==> src/rtl/cat_recognizer_pkg.sv <==
// Shared definitions for the cat_recognizer APB front end:
// control address, status bit positions and the APB access-phase states.
package cat_recognizer_pkg;
  localparam int CTRL_ADDR   = 0;
  localparam int STAT_BUSY   = 1;
  localparam int STAT_DONE   = 2;
  localparam int STAT_RESULT = 3;
  localparam int STAT_ERR    = 4;
  localparam int STAT_OVR    = 5;

  typedef enum logic [1:0] {IDLE, SETUP, ACCESS, HOLD} apb_state_t;
endpackage

==> src/rtl/apb_access_tracker.sv <==
// Follows the APB phase sequence and emits one commit pulse per access,
// plus a protocol-error pulse when an access phase appears with no setup.
module apb_access_tracker
  import cat_recognizer_pkg::*;
(
  input  logic clk,
  input  logic rst,
  input  logic psel,
  input  logic penable,
  output logic commit,
  output logic perr
);

  apb_state_t state_q, state_d;

  always_ff @(posedge clk or posedge rst) begin
    if (rst) state_q <= IDLE;
    else     state_q <= state_d;
  end

  // commit fires on the edge that enters ACCESS, so the bus address and
  // data are still those of the transfer being committed
  always_comb begin
    state_d = state_q;
    commit  = 1'b0;
    perr    = 1'b0;
    case (state_q)
      IDLE: begin
        if (psel && penable) begin
          perr    = 1'b1;
          state_d = HOLD;
        end else if (psel) begin
          state_d = SETUP;
        end
      end
      SETUP: begin
        if (!psel) state_d = IDLE;
        else if (penable) begin
          commit  = 1'b1;
          state_d = ACCESS;
        end
      end
      ACCESS, HOLD: begin
        if (!psel)        state_d = IDLE;
        else if (penable) state_d = HOLD;
        else              state_d = SETUP;
      end
      default: state_d = IDLE;
    endcase
  end

endmodule

==> src/rtl/apb_image_loader.sv <==
// APB slave front end of cat_recognizer: streams image words into the image
// memory, issues start to the core and latches its done/result status.
module apb_image_loader
  import cat_recognizer_pkg::*;
#(
  parameter int Amba_Word       = 24,
  parameter int Amba_Addr_Depth = 13,
  parameter int file_length     = 4096
) (
  input  logic                       clk,
  input  logic                       rst,
  input  logic                       PSEL,
  input  logic                       PENABLE,
  input  logic                       PWRITE,
  input  logic [Amba_Addr_Depth-1:0] PADDR,
  input  logic [Amba_Word-1:0]       PWDATA,
  output logic [Amba_Word-1:0]       PRDATA,
  output logic                       mem_we,
  output logic [Amba_Addr_Depth-1:0] mem_addr,
  output logic [Amba_Word-1:0]       mem_wdata,
  output logic                       start,
  input  logic                       core_done,
  input  logic                       core_result
);

  localparam logic [Amba_Addr_Depth-1:0] CTRL   = Amba_Addr_Depth'(CTRL_ADDR);
  localparam logic [Amba_Addr_Depth-1:0] LAST   = Amba_Addr_Depth'(file_length);
  localparam logic [Amba_Addr_Depth-1:0] CNT_AD = Amba_Addr_Depth'(file_length + 1);
  localparam logic [Amba_Addr_Depth-1:0] ONE    = Amba_Addr_Depth'(1);

  logic commit, perr;

  apb_access_tracker u_trk (
    .clk     (clk),
    .rst     (rst),
    .psel    (PSEL),
    .penable (PENABLE),
    .commit  (commit),
    .perr    (perr)
  );

  logic                       busy_q, busy_d, done_q, done_d, result_q, result_d;
  logic                       err_q, err_d, ovr_q, ovr_d;
  logic                       mem_we_q, mem_we_d, start_q, start_d;
  logic [Amba_Addr_Depth-1:0] word_cnt_q, word_cnt_d, mem_addr_q, mem_addr_d;
  logic [Amba_Word-1:0]       mem_wdata_q, mem_wdata_d;

  always_ff @(posedge clk or posedge rst) begin
    if (rst) begin
      busy_q      <= 1'b0;
      done_q      <= 1'b0;
      result_q    <= 1'b0;
      err_q       <= 1'b0;
      ovr_q       <= 1'b0;
      mem_we_q    <= 1'b0;
      start_q     <= 1'b0;
      word_cnt_q  <= '0;
      mem_addr_q  <= '0;
      mem_wdata_q <= '0;
    end else begin
      busy_q      <= busy_d;
      done_q      <= done_d;
      result_q    <= result_d;
      err_q       <= err_d;
      ovr_q       <= ovr_d;
      mem_we_q    <= mem_we_d;
      start_q     <= start_d;
      word_cnt_q  <= word_cnt_d;
      mem_addr_q  <= mem_addr_d;
      mem_wdata_q <= mem_wdata_d;
    end
  end

  always_comb begin
    busy_d      = busy_q;
    done_d      = done_q;
    result_d    = result_q;
    err_d       = err_q;
    ovr_d       = ovr_q;
    word_cnt_d  = word_cnt_q;
    mem_addr_d  = mem_addr_q;
    mem_wdata_d = mem_wdata_q;
    mem_we_d    = 1'b0;
    start_d     = 1'b0;
    if (commit && PWRITE) begin
      if (PADDR == CTRL) begin
        if (PWDATA[0]) begin
          if (busy_q) ovr_d = 1'b1;
          else begin
            start_d    = 1'b1;
            busy_d     = 1'b1;
            done_d     = 1'b0;
            word_cnt_d = '0;
          end
        end else begin
          err_d = 1'b0;
          ovr_d = 1'b0;
        end
      end else if (PADDR <= LAST) begin
        if (busy_q) ovr_d = 1'b1;
        else begin
          mem_we_d    = 1'b1;
          mem_addr_d  = PADDR - ONE;
          mem_wdata_d = PWDATA;
          if (word_cnt_q != LAST) word_cnt_d = word_cnt_q + ONE;
        end
      end else begin
        err_d = 1'b1;
      end
    end
    if (perr) err_d = 1'b1;
    // busy_q gates both start and done, so a start colliding with done is
    // already rejected above and flagged as overrun
    if (core_done && busy_q) begin
      busy_d   = 1'b0;
      done_d   = 1'b1;
      result_d = core_result;
    end
  end

  always_comb begin
    PRDATA = '0;
    if (PSEL && !PWRITE) begin
      if (PADDR == CTRL) begin
        PRDATA[STAT_BUSY]   = busy_q;
        PRDATA[STAT_DONE]   = done_q;
        PRDATA[STAT_RESULT] = result_q;
        PRDATA[STAT_ERR]    = err_q;
        PRDATA[STAT_OVR]    = ovr_q;
      end else if (PADDR == CNT_AD) begin
        PRDATA = Amba_Word'(word_cnt_q);
      end
    end
  end

  assign mem_we    = mem_we_q;
  assign mem_addr  = mem_addr_q;
  assign mem_wdata = mem_wdata_q;
  assign start     = start_q;

endmodule

==> config.mk <==
export PLATFORM = sky130hd
export DESIGN_NAME = apb_image_loader
export DESIGN_NICKNAME = d
export VERILOG_FILES = /design/src/rtl/cat_recognizer_pkg.sv /design/src/rtl/apb_access_tracker.sv /design/src/rtl/apb_image_loader.sv
export SDC_FILE = /design/constraint.sdc
export NUM_CORES = 1
export LEC_CHECK = 0
export ABC_AREA = 0
export BUFFER_PORTS_ARGS = -buffer_cell sky130_fd_sc_hd__buf_2
export CAP_MARGIN = 20
export CORE_ASPECT_RATIO = 1.1
export CORE_MARGIN = 2
export CORE_UTILIZATION = 29
export CTS_BUF_LIST = sky130_fd_sc_hd__clkbuf_8
export CTS_CLUSTER_SIZE = 16
export DETAILED_ROUTE_END_ITERATION = 6
export PLACE_DENSITY_LB_ADDON = 0.2
export SLEW_MARGIN = 10
export SYNTH_ARGS = -nofsm -noshare
export SYNTH_HDL_FRONTEND = slang
export SYNTH_SLANG_ARGS = --single-unit
==> constraint.sdc <==
create_clock -name clk -period 3.5 [get_ports clk]
set_input_delay 0.35 -clock clk [delete_from_list [all_inputs] [get_ports clk]]
set_output_delay 0.35 -clock clk [all_outputs]
set_load 0.02 [all_outputs]
; After elaboration in Yosys (flattened, before gate mapping)
; Index checks and enable logic that the tools add are counted.
; Widths: inputs -> output; s select.
[word_totals]
regBits = 59
latchBits = 0
mem_bits_rw = 0
mem_bits_ro = 0
in_bits = 44
memories = 0
[op_classes]
add_sub_neg = 2
multipliers = 0
div = 0
n_lt_le_gt_ge = 1
eq_ne = 11
shifts = 0
n_mux = 48
n_bitwise = 2
n_reduce_logical = 21
[ops]
columns = op, count
row1 = $mux 13, 7
row2 = $mux 1, 31
row3 = $mux 24, 1
row4 = $mux 18, 1
row5 = $add 13x1->13 const B, 1
row6 = $eq 13x13->1 const B, 1
row7 = $le 13x13->1 const B, 1
row8 = $logic_not 13->1, 1
row9 = $ne 13x13->1 const B, 1
row10 = $sub 13x1->13 const B, 1
row11 = $mux 2, 6
row12 = $reduce_bool 2->1, 6
row13 = $ne 3x3->1 const B, 3
row14 = $reduce_and 4->1, 2
row15 = $pmux 2 s3, 1
row16 = $reduce_and 3->1, 2
row17 = $mux 5, 1
row18 = $reduce_and 5->1, 1
row19 = $eq 2x2->1 const B, 2
row20 = $logic_and 1x1->1, 4
row21 = $reduce_and 2->1, 2
row22 = $ne 3x2->1 const B, 1
row23 = $eq 2x1->1 const B, 1
row24 = $logic_not 2->1, 1
row25 = other kinds (5), 6

; Depth between registers and ports, before layout
; Gate-level depths: netlist (run 1).
[logic_depth]
depth_word = 6
ltp_mapped = 9
mapped_depth_nobuf = 7

; By module
; From an unflattened synthesis (run 1), not the netlist that was laid out.
[hier_totals]
hier_cells = 287
hier_area_um2 = 3019.1
[by_module_without_submodules]
columns = mod, instances, cells_each, area_per_inst_um2, seq_area_each_um2
row1 = apb_image_loader, 1, 278, 2925.3, 1426.4
row2 = apb_access_tracker, 1, 9, 93.8, 50.0

; Worst setup path after synthesis (run 1)
; Ideal clock, no wire load.
[synth_path]
path_kind = in2out
start = in PADDR[1]
end = out PRDATA[1]
arrival_time_ns = 2.128
slack_ns = 1.022
path_stages = 7
path_cell_list = inv_1 -> ha_1 -> nor4b_1 -> nand3_1 -> clkbuf_1 -> or2_2 -> o21ai_0
[synth_between]
elab_chain_cells = 4
word_cells_on_any_way = 5
[synth_lines]
columns = item, line_no
row1 = "start, declared", apb_image_loader.sv:15  ; input logic [Amba_Addr_Depth-1:0] PADDR,
row2 = $eq 13x13->1, apb_image_loader.sv:130  ; end else if (PADDR == CNT_AD) begin
row3 = $mux 13, apb_image_loader.sv:130
row4 = $mux 5 (*), apb_image_loader.sv:124  ; if (PADDR == CTRL) begin
row5 = $mux 24 (*), apb_image_loader.sv:123  ; if (PSEL && !PWRITE) begin
row6 = "end, declared", apb_image_loader.sv:17  ; output logic [Amba_Word-1:0] PRDATA,
; Mark *: on every way between the ends. The rest lies on a longest branch, timed or not.

; Final worst setup path (run 1)
[layout_path]
start = in PADDR[0]
end = out PRDATA[1]
; The elaborated chain is that of the path after synthesis.

==> impl_metrics.csv, run 1 <==
group,metric,value,unit
outcome,status,"complete, no violations",
timing,drv_slew,0,
pwr,power_density,543.1,mW/mm2
job,drv_cap,0,
layout,area_growth,25.28,%
layout,layout_commonest_cell,"buf_2",
die,dieArea,0.01123,mm2
setup_path,required,3.15,ns
die,start_util,0.2941,
place,place_area,0.003561,mm2
place,portBuffers,95,
pwr,leakagePower,1.817,nW
detailed_routing,vias_per_cell,4.814,
yosys,synthAdderAreaFrac,0.02076,
setup_path,crit_type,"in2out",
detailed_routing,wl,7170,um
die,die_y,110.9,um
setup_path,crit_path_start_kind,"input port",
global_route,track_usage,0.1344,
yosys,async_flop_share,1.000,
layout,final_area,0.003776,mm2
place,post-place-cells,496,
setup_path,max_stage_delay,0.44,ns
detailed_routing,drt_iter0_markers,83,
setup_path,reg2reg_from,"u_trk.state_q[1]$_DFFE_PP0P_",
setup_path,path_cells,"buf_2 > inv_1 > ha_1 > nor4b_1 > nand3_1 > or2_2 > o21ai_0 > buf_2",
setup_path,r2r_end,"mem_wdata[14]$_DFFE_PP0P_",
layout,final_cell_mix,"buf_2, dfrtp_1, nor2_1",
yosys,ys_ff_latch,59,
timing,setup_viol,0,
layout,num-fill-cells,1067,
detailed_routing,final_antenna_net_count,0,
place,place_congestion,0.7891,
setup_path,crit_path_end_kind,"output port",
timing,fin_skew,0.01210,ns
setup_path,cp_common_cell,"buf_2",
die,io_pins,107,
setup_path,arrival,2.25,ns
setup_path,crit_slowest_cell,"nor4b_1",
setup_path,crit_buf_inv,3,
layout,multiInputGateArea,0.001375,mm2
place,pre_cts_slack,0.8852,ns
clock_network,cts_buffer_depth,2,
yosys,synth_compound_area_frac,0.1017,
clock_network,post_cts_buffers,0,
die,die_x,101.2,um
yosys,ys_types,47,
yosys,ys_seq_area_frac,0.4898,
pwr,irDropWorstVdd,0.2142,mV
setup_path,worst-path-max-fanout,5,
setup_path,rrSetupSlack,1.35,ns
timing,fmax,384.5,MHz
yosys,synth_top_family_by_area,"simple AND/OR/NAND/NOR gates",
yosys,syn_area,0.003014,mm2
clock_network,cts.clk_slew.worst_paths,0.07,ns
clock_network,clock_latency,0.34,ns
yosys,netlist_instances,287,
layout,stdcell_count,511,
detailed_routing,wire_per_inst,14.03,um
timing,fin_tns_setup,0,ns
timing,grt_setup_unrepaired,"no",
setup_path,ff2ff_path_depth,5,
layout,diodes,0,
global_route,grt_pass1_wl,11870,um
clock_network,htree_num_levels,3,
layout,nets,433,
clock_network,cts_root_buf,"clkbuf_8",
timing,finalHoldViolCount,0,
clock_network,clock_sinks,59,
global_route,grt_antenna_before_repair,0,
setup_path,critical_path.top_delay_family,"simple AND/OR/NAND/NOR gates",
yosys,synth_ff_type,"dfrtp_1",
yosys,synthMuxAreaShare,0.09340,
die,coreArea,0.01025,mm2
timing,tightest_slew,0.8415,ns
place,dp_hpwl,5214,um
yosys,synthXorXnorAreaFrac,0.03196,
clock_network,cts_resized,0,
yosys,syn_area_per_cell,10.50,um2
yosys,synth_edf_count,0,
detailed_routing,remaining_drc_errors,0,
yosys,synthSimpleGateAreaFrac,0.1943,
layout,ff_latch_area,0.001476,mm2
worst_hold_path,hold_class,"in2async",
timing,slew_headroom,0.4382,
layout,post_route_cells_drive_above_1_share,0.3634,
clock_network,cts_hold_buf,0,
die,std_cell_rows,39,
detailed_routing,drt_pass1_iterations,4,
timing,period_minus_slack,2.601,ns
global_route,grt_max_degree,49,
clock_network,cts_tree,"done",
global_route,gr-total-overflow,0,
yosys,yosys_warnings,0,
global_route,grt_pass1_vias,2424,
clock_network,cts_buffers,9,
timing,period_share,0.7431,
detailed_routing,vias,2460,
timing,setup_ws,0.8991,ns
[area by class of cell]
cell class,instances,share of cell area
inverters,10,0.009940
clock inverters,5,0.02054
repair buffers,99,0.1372
clock buffers,10,0.03645
well taps,123,0.04076
multi-input cells,205,0.3641
flip-flops and latches,59,0.3910
[layer usage]
| metal | part of all wire | wire, um | GRT usage | vias up |
|---|---|---|---|---|
| li1 | - | - | - | 1201 |
| met1 | 0.45 | 3224 | 0.1714 | 1190 |
| met2 | 0.48 | 3460 | 0.2124 | 63 |
| met3 | 0.053 | 377 | 0.03909 | 6 |
| met4 | 0.015 | 108 | 0.05315 | 0 |
| met5 | 0 | 0 | 0 | - |
[cell families (layout without fill, tap and decap cells)]
family          count (synthesis)  in the layout
simple gates                  106            106
other cells                     1             11
xor+xnor                       11             11
compound gates                 47             47
flops                          59             59
mux                            25             25
fa+ha+maj                       5              5
buf+inv                        33            124
[synth_stat cells, types with 2 or more instances]
master | instances | area, um2
nand2b_1 | 2 | 12.51
buf_4 | 14 | 105.1
mux2_1 | 5 | 56.30
inv_1 | 10 | 37.54
nor4b_1 | 4 | 35.03
xor2_1 | 3 | 26.28
o31ai_1 | 4 | 30.03
nor3_1 | 6 | 30.03
nor4_1 | 5 | 31.28
o21ai_0 | 11 | 55.05
dfrtp_1 | 59 | 1476
nand4_1 | 3 | 18.77
nand2_1 | 19 | 71.32
nor2_1 | 28 | 105.1
nor4_4 | 2 | 42.54
a221o_1 | 4 | 40.04
a31oi_1 | 3 | 18.77
clkbuf_1 | 4 | 15.01
buf_6 | 3 | 33.78
nor3b_1 | 2 | 15.01
ha_1 | 5 | 62.56
a41oi_1 | 2 | 17.52
xnor2_1 | 8 | 70.07
a21oi_1 | 16 | 80.08
and3_1 | 5 | 31.28
mux2_2 | 20 | 225.2
and2_1 | 9 | 56.30
nand3_1 | 12 | 60.06
[state kept, by name, indices dropped and copies added, names as in the netlist, 2 cells and up]
register / cells
mem_wdata: 24
u_trk.state_q: 2
word_cnt_q: 13
mem_addr: 13
[how the worst max path moves through the flow]
| stage | slack, ns | to | cells after the start | startpoint |
|---|---|---|---|---|
| 5_1_grt | 0.79 | PRDATA[1] | 8 | PADDR[1] |
| 3_5_place_dp | 0.89 | word_cnt_q[9]$_DFFE_PP0P_ | 9 | PADDR[0] |
| 3_3_place_gp | 0.98 | PRDATA[1] | 8 | PADDR[1] |
| 2_1_floorplan | 1.02 | PRDATA[1] | 7 | PADDR[1] |
| 6_report | 0.90 | PRDATA[1] | 8 | PADDR[0] |
| 4_1_cts | 0.89 | PRDATA[1] | 8 | PADDR[0] |
[metrics by stage]
stage	util	hold slack [ns]	total power [W]
3_3_place_gp	0.3475	0.4638	0.001373
3_5_place_dp	0.3475	0.4736	0.001381
5_1_grt	0.3685	0.2086	0.002164
2_1_floorplan	-	0.4348	0.001206
4_1_cts	0.3685	0.1883	0.002084
6_report	0.3685	0.1789	0.002051
[power by group]
part / leakage [nW] / internal (W) / total (W) / switching, W
registers: 0.736 / 0.000805 / 0.000881 / 0.0000762
logic: 0.972 / 0.000189 / 0.000480 / 0.000291
clock network: 0.108 / 0.000414 / 0.000689 / 0.000276
total: 1.82 / 0.00141 / 0.00205 / 0.000643
(Power assumes the default switching activity.)
==> inputs of run 2 (changes only) <==
- clock period: 3.5 -> 2.6 ns (I/O delays scaled with it)
==> impl_metrics.csv, run 2 (same netlist as run 1, synthesis figures left out) <==
group,metric,value,unit
outcome,status,"complete, no violations",
die,coreArea,0.01025,mm2
layout,nets,439,
job,drv_cap,0,
place,pre_cts_slack,0.08146,ns
layout,stdcell_count,518,
layout,layout_commonest_cell,"buf_2",
place,post-place-cells,501,
timing,period_share,0.9052,
clock_network,cts_buffer_depth,2,
detailed_routing,final_antenna_net_count,0,
setup_path,worst-path-max-fanout,7,
layout,area_growth,25.90,%
layout,post_route_cells_drive_above_1_share,0.3722,
place,place_congestion,0.8037,
die,io_pins,107,
timing,setup_ws,0.2465,ns
pwr,irDropWorstVdd,0.3660,mV
detailed_routing,drt_pass1_iterations,4,
timing,grt_setup_unrepaired,"no",
timing,drv_slew,0,
setup_path,crit_type,"in2out",
layout,num-fill-cells,1067,
timing,fin_skew,0.006576,ns
clock_network,clock_latency,0.34,ns
pwr,power_density,684.6,mW/mm2
clock_network,htree_num_levels,3,
detailed_routing,vias,2477,
detailed_routing,drt_iter0_markers,76,
setup_path,required,2.34,ns
clock_network,cts_tree,"done",
timing,holdWs,0.1235,ns
clock_network,cts.clk_slew.worst_paths,0.07,ns
detailed_routing,wire_per_inst,14.01,um
global_route,grt_pass1_wl,11960,um
timing,finalHoldViolCount,0,
clock_network,cts_buffers,9,
setup_path,crit_path_start_kind,"input port",
clock_network,cts_root_buf,"clkbuf_8",
timing,setup_viol,0,
global_route,grt_antenna_before_repair,0,
layout,diodes,0,
global_route,grt_max_degree,22,
timing,fin_tns_setup,0,ns
layout,final_cell_mix,"buf_2, dfrtp_1, nor2_1",
die,die_y,110.9,um
clock_network,clock_sinks,59,
die,dieArea,0.01123,mm2
setup_path,crit_path_end_kind,"output port",
die,std_cell_rows,39,
place,dp_hpwl,5439,um
pwr,leakagePower,1.832,nW
timing,fmax,424.9,MHz
setup_path,arrival,2.09,ns
place,portBuffers,95,
global_route,gr-total-overflow,0,
worst_hold_path,hold_class,"in2reg",
global_route,track_usage,0.1373,
die,start_util,0.2941,
detailed_routing,remaining_drc_errors,0,
die,die_x,101.2,um
global_route,grt_pass1_vias,2427,
layout,largest_register_ffs,24,
detailed_routing,wl,7258,um
timing,period_minus_slack,2.353,ns
pwr,power,0.002598,W
detailed_routing,vias_per_cell,4.782,
-- run 2: changes by cell type in the layout (fill, tap and decap cells not counted) --
cell / delta
nor4b_2: +1
nor4b_1: -1
buf_4: +5
clkbuf_8: +1
dlygate4sd3_1: +1
clkinvlp_4: +1
inv_1: +1
bufinv_16: -2
-- run 2: power by group --
group          switching, W  leakage [nW]  total (W)  internal [W]
logic              0.000398          1.00   0.000656      0.000258
registers          0.000101         0.736    0.00118       0.00108
clock network      0.000366        0.0925   0.000757      0.000390
-- run 2: final cells by class --
| type | count | area [um2] | share of cell area |
|---|---|---|---|
| Clock buffer | 11 | 151.4 | 0.03989 |
| Tap cell | 123 | 153.9 | 0.04055 |
| Sequential cell | 59 | 1476 | 0.3891 |
| Timing Repair Buffer | 105 | 565.5 | 0.1490 |
| Clock inverter | 5 | 28.78 | 0.007583 |
| Multi-Input combinational cell | 205 | 1381 | 0.3640 |
| Inverter | 10 | 37.54 | 0.009891 |
-- run 2: critical path, cell delays in order --
cell,delay (ns)
buf_2,0.13
inv_1,0.08
ha_1,0.17
nor4b_2,0.31
nand3_1,0.29
or2_2,0.43
o21ai_0,0.22
buf_2,0.21
-- run 2: through the flow --
step | instance area, um2 | util
after floorplan | 3052 | -
after global placement | 3598 | 0.3512
after detailed placement | 3598 | 0.3512
after CTS | 3789 | 0.3697
after global routing | 3795 | 0.3703
final | 3795 | 0.3703
-- run 2: per-layer routing --
metal / up-vias / global-route usage / part of all wire
met5: - / 0 / 0
met4: 0 / 0.04955 / 0.017
met3: 7 / 0.04918 / 0.048
met2: 69 / 0.2194 / 0.50
met1: 1191 / 0.1693 / 0.44
li1: 1210 / - / -
-- run 2: repair_timing --
action	in CTS	in global routing
endpoints found under the hold margin	19	0
setup buffers	0	0
endpoints found under the setup margin	0	5
hold buffers	1	0
gates resized for setup	0	1
-- run 2: worst paths after layout --
check                                          startpoint  slack, ns  cells after the start                         to
worst min register to register  mem_wdata[13]$_DFFE_PP0P_       0.48                      1  mem_wdata[13]$_DFFE_PP0P_
worst max-delay path                             PADDR[0]       0.25                      8                  PRDATA[1]
max in group asynchronous                             rst       1.50                      4  word_cnt_q[7]$_DFFE_PP0P_
worst max register to register  word_cnt_q[0]$_DFFE_PP0P_       0.47                      7  word_cnt_q[7]$_DFFE_PP0P_
worst min-delay path                            core_done       0.12                      2         busy_q$_DFFE_PP0P_
min in group asynchronous                             rst       0.45                      3   mem_wdata[2]$_DFFE_PP0P_
==> inputs of run 3 (changes only) <==
- CELL_PAD_IN_SITES_DETAIL_PLACEMENT: not set -> 0
- CELL_PAD_IN_SITES_GLOBAL_PLACEMENT: not set -> 1
==> impl_metrics.csv, run 3 (same netlist as run 1, synthesis figures left out) <==
group,metric,value,unit
timing,setup_viol,0,
global_route,grt_max_degree,34,
die,dieArea,0.01123,mm2
die,start_util,0.2941,
timing,grt_setup_unrepaired,"no",
setup_path,arrival,2.16,ns
timing,tightest_slew,0.6027,ns
job,drv_cap,0,
layout,final_cell_mix,"buf_2, dfrtp_1, nor2_1",
timing,period_share,0.9288,
global_route,track_usage,0.1388,
detailed_routing,vias,2467,
layout,final_util,0.3725,
worst_hold_path,hold_class,"in2reg",
layout,area_growth,26.65,%
clock_network,cts_tree,"done",
clock_network,clock_sinks,59,
layout,nets,439,
clock_network,cts_buffers,9,
clock_network,clock_latency,0.34,ns
timing,finalHoldViolCount,0,
detailed_routing,wire_per_inst,14.23,um
global_route,gr-total-overflow,0,
pwr,power_density,718.7,mW/mm2
detailed_routing,drt_pass1_iterations,4,
die,die_x,101.2,um
detailed_routing,vias_per_cell,4.763,
die,std_cell_rows,39,
layout,diodes,0,
place,post-place-cells,501,
place,place_congestion,0.7091,
setup_path,worst-path-max-fanout,5,
layout,post_route_cells_drive_above_1_share,0.3671,
timing,drv_slew,0,
clock_network,htree_num_levels,3,
pwr,leakagePower,1.852,nW
global_route,grt_pass1_vias,2440,
clock_network,post_cts_buffers,0,
setup_path,required,2.34,ns
detailed_routing,drt_iter0_markers,91,
place,portBuffers,95,
place,dp_hpwl,5552,um
timing,period_minus_slack,2.415,ns
clock_network,cts_root_buf,"clkbuf_8",
setup_path,crit_type,"in2out",
pwr,power,0.002744,W
setup_path,crit_path_start_kind,"input port",
global_route,grt_pass1_wl,12210,um
timing,holdWs,0.1212,ns
timing,fin_skew,0.01067,ns
die,die_y,110.9,um
layout,largest_register_ffs,24,
outcome,status,"complete, no violations",
detailed_routing,wl,7370,um
clock_network,cts.clk_slew.worst_paths,0.06,ns
global_route,grt_antenna_before_repair,0,
clock_network,cts_buffer_depth,2,
detailed_routing,remaining_drc_errors,0,
timing,fin_tns_setup,0,ns
clock_network,cts_resized,0,
die,coreArea,0.01025,mm2
timing,fmax,414.1,MHz
die,io_pins,107,
layout,stdcell_count,518,
pwr,irDropWorstVdd,0.3271,mV
detailed_routing,final_antenna_net_count,0,
timing,slew_headroom,0.5976,
layout,layout_commonest_cell,"buf_2",
setup_path,crit_path_end_kind,"output port",
run 3: cell types whose count changed in the layout (fill, tap and decap cells not counted), sizes merged:
cell,previous run,this run
clkinvlp,2,1
clkbuf,11,9
inv,11,12
bufinv,0,2
run 3: worst paths after layout:
kind / from / end / slack [ns] / cells after the start
min in group asynchronous: rst / mem_wdata[4]$_DFFE_PP0P_ / 0.55 / 3
hold reg to reg: mem_wdata[10]$_DFFE_PP0P_ / mem_wdata[10]$_DFFE_PP0P_ / 0.48 / 1
max in group asynchronous: rst / word_cnt_q[9]$_DFFE_PP0P_ / 1.44 / 4
hold / removal: core_done / busy_q$_DFFE_PP0P_ / 0.12 / 2
setup / recovery: PADDR[1] / PRDATA[1] / 0.18 / 8
setup reg to reg: u_trk.state_q[1]$_DFFE_PP0P_ / mem_addr[3]$_DFFE_PP0P_ / 0.63 / 7
run 3: where the power goes:
group / internal (W) / switching [W]
Clock: 0.000529 / 0.000370
Combinational: 0.000258 / 0.000401
Sequential: 0.00108 / 0.000102
run 3: stage by stage:
stage          instance area (um2)  worst slack [ns]
6_report                      3817            0.1850
5_1_grt                       3817           0.02712
4_1_cts                       3817            0.2287
3_5_place_dp                  3598            0.2323
3_3_place_gp                  3598            0.3294
2_1_floorplan                 3052            0.3016
run 3: timing repair:
action / CTS / global route
hold buffers: 1 / 0
endpoints found under the hold margin: 6 / 0
endpoints found under the setup margin: 0 / 0
run 3: worst max-delay path, stage by stage:
cell and delay [ns]:
buf_2 0.11, inv_1 0.09, ha_1 0.16, nor4b_1 0.48, nand3_1 0.24, or2_2 0.39, o21ai_0 0.21, buf_2 0.20
run 3: layer usage:
| metal | global-route usage | vias to the layer above | routed length [um] |
|---|---|---|---|
| met5 | 0 | - | 0 |
| met4 | 0.04865 | 0 | 96 |
| met3 | 0.04098 | 7 | 394 |
| met2 | 0.2163 | 76 | 3582 |
| met1 | 0.1823 | 1180 | 3297 |
| li1 | - | 1204 | - |
run 3: cell type report:
class / count / area (um2)
clock buffer: 9 / 123.9
clock inverter: 7 / 85.08
fill: 1098 / 6430
inverter: 10 / 37.54
multi-input combinational: 205 / 1375
sequential: 59 / 1476
tap: 123 / 153.9
timing repair buffer: 105 / 565.5
